<file path="src/rtl/pipeline_pkg.sv">
// Shared pipeline definitions: ID/EX and EX/MEM field layout, ALU opcodes,
// flag-control codes, jump condition codes and CCR bit positions.
package pipeline_pkg;

    localparam int DATA_W  = 16;
    localparam int PC_W    = 32;
    localparam int IDEX_W  = 91;
    localparam int EXMEM_W = 80;

    // ID/EX word field offsets (LSB of each field)
    localparam int IDEX_IOR         = 0;
    localparam int IDEX_IOW         = 1;
    localparam int IDEX_OPS         = 2;
    localparam int IDEX_ALU_OP_LO   = 3;
    localparam int IDEX_ALU         = 6;
    localparam int IDEX_FD_LO       = 7;
    localparam int IDEX_DATA1_LO    = 9;
    localparam int IDEX_DATA2_LO    = 25;
    localparam int IDEX_WBA_LO      = 41;
    localparam int IDEX_MR          = 44;
    localparam int IDEX_MW          = 45;
    localparam int IDEX_WB          = 46;
    localparam int IDEX_JMP         = 47;
    localparam int IDEX_SP          = 48;
    localparam int IDEX_SPOP        = 49;
    localparam int IDEX_FGS_LO      = 50;
    localparam int IDEX_PC_LO       = 52;
    localparam int IDEX_JWSP        = 84;
    localparam int IDEX_SRC_LO      = 85;
    localparam int IDEX_IMM         = 88;
    localparam int IDEX_STACK_PC    = 89;
    localparam int IDEX_STACK_FLAGS = 90;

    // EX/MEM word field offsets (LSB of each field)
    localparam int EXMEM_RESULT_LO   = 0;
    localparam int EXMEM_STORE_LO    = 16;
    localparam int EXMEM_WBA_LO      = 32;
    localparam int EXMEM_MR          = 35;
    localparam int EXMEM_MW          = 36;
    localparam int EXMEM_WB          = 37;
    localparam int EXMEM_IOR         = 38;
    localparam int EXMEM_IOW         = 39;
    localparam int EXMEM_SP          = 40;
    localparam int EXMEM_SPOP        = 41;
    localparam int EXMEM_JWSP        = 42;
    localparam int EXMEM_STACK_PC    = 43;
    localparam int EXMEM_STACK_FLAGS = 44;
    localparam int EXMEM_PC_LO       = 45;
    localparam int EXMEM_FLAGS_LO    = 77;

    // CCR bit positions, CCR = {C,N,Z}
    localparam int FLAG_C = 2;
    localparam int FLAG_N = 1;
    localparam int FLAG_Z = 0;

    typedef enum logic [2:0] {
        ALU_NOT = 3'b000,
        ALU_INC = 3'b001,
        ALU_DEC = 3'b010,
        ALU_ADD = 3'b011,
        ALU_SUB = 3'b100,
        ALU_AND = 3'b101,
        ALU_OR  = 3'b110,
        ALU_MOV = 3'b111
    } alu_op_e;

    typedef enum logic [1:0] {
        FGS_NORMAL = 2'b00,
        FGS_SETC   = 2'b01,
        FGS_CLRC   = 2'b10,
        FGS_HOLD   = 2'b11
    } fgs_e;

    typedef enum logic [1:0] {
        FD_ALWAYS = 2'b00,
        FD_Z      = 2'b01,
        FD_N      = 2'b10,
        FD_C      = 2'b11
    } fd_e;

endpackage

</file>
<file path="src/rtl/alu16.sv">
// 16-bit combinational ALU. One-operand codes (NOT/INC/DEC) act on b;
// two-operand codes act only when ops=1, otherwise b passes through with
// no flag write (an encoding the decoder never produces).
module alu16
    import pipeline_pkg::*;
(
    input  logic [2:0]  op,
    input  logic        ops,
    input  logic [15:0] a,
    input  logic [15:0] b,
    output logic [15:0] result,
    output logic        carry,
    output logic        flag_we,
    output logic        carry_we
);

    logic [16:0] wide;

    // Operation select; carry is carry-out for INC/ADD and borrow for DEC/SUB
    always_comb begin
        result   = b;
        carry    = 1'b0;
        flag_we  = 1'b0;
        carry_we = 1'b0;
        wide     = '0;
        case (op)
            ALU_NOT: begin
                result  = ~b;
                flag_we = 1'b1;
            end
            ALU_INC: begin
                wide     = {1'b0, b} + 17'd1;
                result   = wide[15:0];
                carry    = wide[16];
                flag_we  = 1'b1;
                carry_we = 1'b1;
            end
            ALU_DEC: begin
                wide     = {1'b0, b} - 17'd1;
                result   = wide[15:0];
                carry    = wide[16];
                flag_we  = 1'b1;
                carry_we = 1'b1;
            end
            ALU_ADD: if (ops) begin
                wide     = {1'b0, a} + {1'b0, b};
                result   = wide[15:0];
                carry    = wide[16];
                flag_we  = 1'b1;
                carry_we = 1'b1;
            end
            ALU_SUB: if (ops) begin
                wide     = {1'b0, b} - {1'b0, a};
                result   = wide[15:0];
                carry    = wide[16];
                flag_we  = 1'b1;
                carry_we = 1'b1;
            end
            ALU_AND: if (ops) begin
                result  = a & b;
                flag_we = 1'b1;
            end
            ALU_OR: if (ops) begin
                result  = a | b;
                flag_we = 1'b1;
            end
            ALU_MOV: if (ops) begin
                result = a;
            end
            default: result = b;
        endcase
    end

endmodule

</file>
<file path="src/rtl/execute_stage.sv">
// EX stage: operand forwarding, ALU, condition-code register, jump
// resolution and the EX/MEM pipeline register.
module execute_stage
    import pipeline_pkg::*;
(
    input  logic               clk,
    input  logic               reset,
    input  logic [IDEX_W-1:0]  id_ex,
    input  logic               exmem_wb,
    input  logic               exmem_mr,
    input  logic [2:0]         exmem_addr,
    input  logic [15:0]        exmem_result,
    input  logic               memwb_wb,
    input  logic [2:0]         memwb_addr,
    input  logic [15:0]        memwb_data,
    input  logic               flags_restore,
    input  logic [2:0]         flags_in,
    input  logic [15:0]        in_port,
    input  logic               stall,
    input  logic               flush,
    output logic [EXMEM_W-1:0] exmem,
    output logic [2:0]         ccr,
    output logic               jump_taken,
    output logic [15:0]        jump_target
);

    // ID/EX field extraction
    logic              bubble;
    logic              ior, iow, ops, alu_en, jmp, imm;
    logic [2:0]        alu_op, src_addr, wb_addr;
    logic [1:0]        fd, fgs;
    logic [DATA_W-1:0] data1, data2;
    logic [PC_W-1:0]   pc;

    assign bubble   = (id_ex == '0);
    assign ior      = id_ex[IDEX_IOR];
    assign iow      = id_ex[IDEX_IOW];
    assign ops      = id_ex[IDEX_OPS];
    assign alu_op   = id_ex[IDEX_ALU_OP_LO +: 3];
    assign alu_en   = id_ex[IDEX_ALU];
    assign fd       = id_ex[IDEX_FD_LO +: 2];
    assign data1    = id_ex[IDEX_DATA1_LO +: DATA_W];
    assign data2    = id_ex[IDEX_DATA2_LO +: DATA_W];
    assign wb_addr  = id_ex[IDEX_WBA_LO +: 3];
    assign jmp      = id_ex[IDEX_JMP];
    assign fgs      = id_ex[IDEX_FGS_LO +: 2];
    assign pc       = id_ex[IDEX_PC_LO +: PC_W];
    assign src_addr = id_ex[IDEX_SRC_LO +: 3];
    assign imm      = id_ex[IDEX_IMM];

    logic [DATA_W-1:0] op_a, op_b;

    // Forwarding: EX/MEM (non-load) beats MEM/WB; a bubble never matches
    always_comb begin
        op_a = data1;
        if (!bubble && exmem_wb && !exmem_mr && (src_addr == exmem_addr))
            op_a = exmem_result;
        else if (!bubble && memwb_wb && (src_addr == memwb_addr))
            op_a = memwb_data;

        op_b = data2;
        if (!imm) begin
            if (!bubble && exmem_wb && !exmem_mr && (wb_addr == exmem_addr))
                op_b = exmem_result;
            else if (!bubble && memwb_wb && (wb_addr == memwb_addr))
                op_b = memwb_data;
        end
    end

    logic [DATA_W-1:0] alu_result, ex_result;
    logic              alu_carry, alu_flag_we, alu_carry_we;

    alu16 u_alu (
        .op       (alu_op),
        .ops      (ops),
        .a        (op_a),
        .b        (op_b),
        .result   (alu_result),
        .carry    (alu_carry),
        .flag_we  (alu_flag_we),
        .carry_we (alu_carry_we)
    );

    assign ex_result = alu_en ? alu_result : (ior ? in_port : op_a);

    logic jump_cond;

    // Jump condition from the current CCR, selected by FD
    always_comb begin
        jump_cond = 1'b1;
        case (fd)
            FD_ALWAYS: jump_cond = 1'b1;
            FD_Z:      jump_cond = ccr[FLAG_Z];
            FD_N:      jump_cond = ccr[FLAG_N];
            FD_C:      jump_cond = ccr[FLAG_C];
            default:   jump_cond = 1'b1;
        endcase
    end

    assign jump_taken  = jmp & jump_cond;
    assign jump_target = op_a;

    logic [2:0] ccr_next;

    // CCR update order: jump clear, then ALU flags, then FGS carry control
    always_comb begin
        ccr_next = ccr;
        if (jump_taken) begin
            case (fd)
                FD_Z:    ccr_next[FLAG_Z] = 1'b0;
                FD_N:    ccr_next[FLAG_N] = 1'b0;
                FD_C:    ccr_next[FLAG_C] = 1'b0;
                default: ccr_next = ccr;
            endcase
        end
        if (alu_en && (fgs != FGS_HOLD)) begin
            if (alu_flag_we) begin
                ccr_next[FLAG_Z] = (alu_result == '0);
                ccr_next[FLAG_N] = alu_result[DATA_W-1];
            end
            if (alu_carry_we)
                ccr_next[FLAG_C] = alu_carry;
        end
        if (fgs == FGS_SETC)
            ccr_next[FLAG_C] = 1'b1;
        else if (fgs == FGS_CLRC)
            ccr_next[FLAG_C] = 1'b0;
    end

    // CCR register: ignores stall, frozen only on bubbles; RTI restore wins
    always_ff @(posedge clk) begin
        if (reset)
            ccr <= '0;
        else if (flags_restore)
            ccr <= flags_in;
        else if (!bubble)
            ccr <= ccr_next;
    end

    logic [EXMEM_W-1:0] exmem_next;

    // EX/MEM word assembly; Flags carries the pre-instruction CCR
    always_comb begin
        exmem_next = '0;
        exmem_next[EXMEM_RESULT_LO +: DATA_W] = ex_result;
        exmem_next[EXMEM_STORE_LO +: DATA_W]  = op_b;
        exmem_next[EXMEM_WBA_LO +: 3]         = wb_addr;
        exmem_next[EXMEM_MR]                  = id_ex[IDEX_MR];
        exmem_next[EXMEM_MW]                  = id_ex[IDEX_MW];
        exmem_next[EXMEM_WB]                  = id_ex[IDEX_WB];
        exmem_next[EXMEM_IOR]                 = ior;
        exmem_next[EXMEM_IOW]                 = iow;
        exmem_next[EXMEM_SP]                  = id_ex[IDEX_SP];
        exmem_next[EXMEM_SPOP]                = id_ex[IDEX_SPOP];
        exmem_next[EXMEM_JWSP]                = id_ex[IDEX_JWSP];
        exmem_next[EXMEM_STACK_PC]            = id_ex[IDEX_STACK_PC];
        exmem_next[EXMEM_STACK_FLAGS]         = id_ex[IDEX_STACK_FLAGS];
        exmem_next[EXMEM_PC_LO +: PC_W]       = pc;
        exmem_next[EXMEM_FLAGS_LO +: 3]       = ccr;
    end

    // EX/MEM register: flush beats stall; only a definite stall==0 loads
    always_ff @(posedge clk) begin
        if (reset || flush)
            exmem <= '0;
        else if (stall == 1'b0)
            exmem <= exmem_next;
    end

endmodule

</file>
<file path="config.mk">
export PLATFORM = sky130hd
export DESIGN_NAME = execute_stage
export DESIGN_NICKNAME = d
export VERILOG_FILES = /design/src/rtl/pipeline_pkg.sv /design/src/rtl/alu16.sv /design/src/rtl/execute_stage.sv
export SDC_FILE = /design/constraint.sdc
export NUM_CORES = 1
export LEC_CHECK = 0
export CAP_MARGIN = 5
export CORE_MARGIN = 2
export CORE_UTILIZATION = 48
export DETAILED_ROUTE_END_ITERATION = 8
export GPL_ROUTABILITY_DRIVEN = 0
export PLACE_DENSITY = 0.89
export RECOVER_POWER = 100
export SETUP_SLACK_MARGIN = 0.2
export SLEW_MARGIN = 5
export SYNTH_ARGS = -nofsm -noshare
export SYNTH_HDL_FRONTEND = slang
export SYNTH_SLANG_ARGS = --single-unit
</file>
<file path="constraint.sdc">
create_clock -name clk -period 7.75 [get_ports clk]
set_input_delay 1.9375 -clock clk [delete_from_list [all_inputs] [get_ports clk]]
set_output_delay 1.9375 -clock clk [all_outputs]
set_load 0.03 [all_outputs]
</file>
==> impl_metrics.ini <==
[outcome]
status = finished, violations left
violations = design-rule violations, max-capacitance violations, max-slew violations

[power_and_ir_drop]
vdd_drop_max_mv = 0.124
switching_share_pct = 39.1
power.density_mw_per_mm2 = 148
p_leak_nw = 4.73
clock_power_share_pct = 26.7
p_sw_mw = 0.661
p_int_mw = 1.03
seqPwrFrac_pct = 26.8
p_comb_share_pct = 46.6

[yosys]
syn-num-nets = 1293
ys_types = 85
syn_area_mm2 = 0.00808
ys_ff_latch = 83
ys_seq_area_share_pct = 20.6
synth_edf_count = 0
async_flop_share_pct = 0
synth_cells = 1084
syn_area_per_cell_um2 = 7.46
ys_warn_count = 0
yosys_most_used_dff = dfxtp_1

[critical_path]
startpoint_type = input pin
crit_path_top_delay_cell = or4_1
worstPathRequired_ps = 7840
crit_buf_inv = 5
critical_path.top_delay_family = compound AO/OA/AOI/OAI gates
path_max_fanout = 7
critPathKind = input pin to flip-flop
crit_path_end_kind = flip-flop
crit_chain = clkdlybuf4s50_1 -> nor4_1 -> nand4_1 -> or4_1 -> clkbuf_1 -> o21ai_4 -> a2bb2oi_1 -> inv_1 -> ha_1 -> inv_1 -> a21oi_1 -> a31oi_1 -> nor2_1 -> o41ai_2 -> a2111oi_0 -> buf_4 -> o21ai_0 -> a211oi_1 -> o32ai_2 -> o21ai_0 -> a21oi_1
worstPathArrival_ps = 7710
cpPeakStageDelay_ps = 610

[die]
die_w_um = 134
core_area_mm2 = 0.0165
num_io_pins = 256
die-area_mm2 = 0.0179
start_util_pct = 48.9
num_rows = 47
die_h_um = 134

[route]
viasPerCell = 6.78
drt-wirelength-per-cell_um = 24.6
firstDrtPassIters = 9
final_antenna_net_count = 0
drtIter0Drc = 1800
vias = 10641
drc = 202
wirelength_um = 38600

[clock_network]
cts_buffers = 9
cts_tree = built
ctsHtreeMaxLevel = 3
postCtsHoldBufs = 0
clk_latency_ps = 340
cts_sinks = 83
cts_root_buf = clkbuf_16
clock_path_buffers = 2
path_clk_slew_ps = 60

[placement]
io_buffers = 255
dp_slack_ps = -59.0
dp_hpwl_um = 28900
dpl-instance-area_mm2 = 0.0112

[cells_and_area]
drive_gt1_share_pct = 9.63
fin_nets = 1554
diodes = 0
area_growth_pct = 41.5
final_area_mm2 = 0.0114

[global_route]
grt_max_degree = 85
grt_pass1_wl_um = 56700
grt-ovfl-total = 0
first_global_vias = 10025
antenna_found_initial = 1
track_usage_pct = 40.7

[timing]
max_freq_mhz = 131
worst_pin_slew_ps = 2850
grt_setup_unrepaired = no
holdWs_ps = 472
fin_skew_ps = 1.94
drv_slew = 66
hold_violations = 0
timing.final.crit_share_pct = 98.3
worst_slack_ps = 133
fin_crit_ps = 7620
slew_headroom_pct = -89.8
setup_viol = 0

[worst_hold_path]
hold_class = flip-flop to flip-flop

[flow_run]
cap_violations = 1
-- synth_stat cells (all sizes together) (10+ instances only) --
library cell | count | area (um2)
ha | 51 | 638
o22ai | 28 | 226
a31oi | 14 | 87.6
nor2 | 169 | 637
nor3 | 23 | 131
clkbuf | 45 | 169
o211ai | 10 | 75.1
nand2 | 68 | 255
nor4 | 27 | 199
a21oi | 98 | 490
nand4 | 14 | 93.8
inv | 58 | 218
dfxtp | 83 | 1660
a211oi | 27 | 203
o21ai | 51 | 267
xnor2 | 30 | 263
mux2i | 59 | 591
buf | 18 | 93.8
o22a | 24 | 210
nand3 | 20 | 105
-- cell type report --
type / instances / area, um2
timing repair buffer: 313 / 2970
clock buffer: 11 / 253
tap: 220 / 275
sequential: 83 / 1660
multi-input combinational: 878 / 5980
clock inverter: 5 / 60.1
fill: 1265 / 5090
inverter: 60 / 225
-- repair_timing --
action / CTS / global route
endpoints found under the setup margin: 3 / 9
gates resized for setup: 1 / 15
pin swaps: 0 / 2
buffers inserted: 0 / 0
cloned: 0 / 0
hold endpoints to repair: 0 / 0
-- sequential cells by signal, summed over array words and instances (netlist names) --
register  count
exmem        80
ccr           3
-- per-layer routing --
layer | vias to the layer above | GRT usage [%] | routed length (um)
li1 | 4540 | - | -
met1 | 4761 | 46.3 | 13200
met2 | 1002 | 62.0 | 16200
met3 | 338 | 16.5 | 5630
met4 | 0 | 28.7 | 3530
met5 | - | 0 | 0
-- worst min-delay path, delay by kind of cell (launching register included) --
family,cells,cell delay [ps]
DFF,1,310
AOI/OAI and AO/OA,1,50
and+or+nand+nor,1,60
-- metrics by stage --
step	instances	total power [mW]	util (%)	TNS, ps
4_1_cts	1570	1.66	69.5	0
3_3_place_gp	1554	1.20	67.6	0
3_5_place_dp	1554	1.21	67.6	-88.6
2_1_floorplan	1084	0.900	-	0
6_report	1570	1.69	69.2	0
5_1_grt	1570	1.74	69.2	0
-- cells by family (layout without fill, tap and decap cells) --
group | Yosys count | in the layout | synth area share, %
adder cells (fa/ha/maj) | 53 | 53 | 8.39
AND/OR/NAND/NOR | 377 | 377 | 22.8
flip-flops | 83 | 83 | 20.6
buffers and inverters | 123 | 389 | 6.04
multiplexers | 64 | 64 | 8.42
XOR/XNOR | 36 | 36 | 3.90
AO/OA/AOI/OAI | 348 | 348 | 29.9
-- path summary, 6_finish.rpt --
kind / startpoint / to / slack (ps) / cells after the start
max reg2reg: ccr[0] / ccr[0] / 6470 / 5
max: id_ex[43] / exmem[15] / 130 / 21
min reg2reg: exmem[7] / exmem[7] / 470 / 2
min: exmem[7] / exmem[7] / 470 / 2
-- power groups by stage --
stage               Combinational, mW  Sequential [mW]  Clock [mW]
floorplan                       0.409            0.491           0
global placement                0.739            0.461           0
detailed placement              0.752            0.461           0
CTS                             0.760            0.452       0.448
global route                    0.821            0.453       0.468
finish                          0.787            0.452       0.451
-- layout by cell type, fill, tap and decap left out, drive strengths merged, types with 59 or more instances in the layout --
cell type and instances:
a21oi 98, buf 61, clkdlybuf4s50 153, dfxtp 83, mux2i 59, dlygate4sd3 86
inv 59, nand2 68, nor2 169
Note: power is estimated with default switching activity, not from simulation.
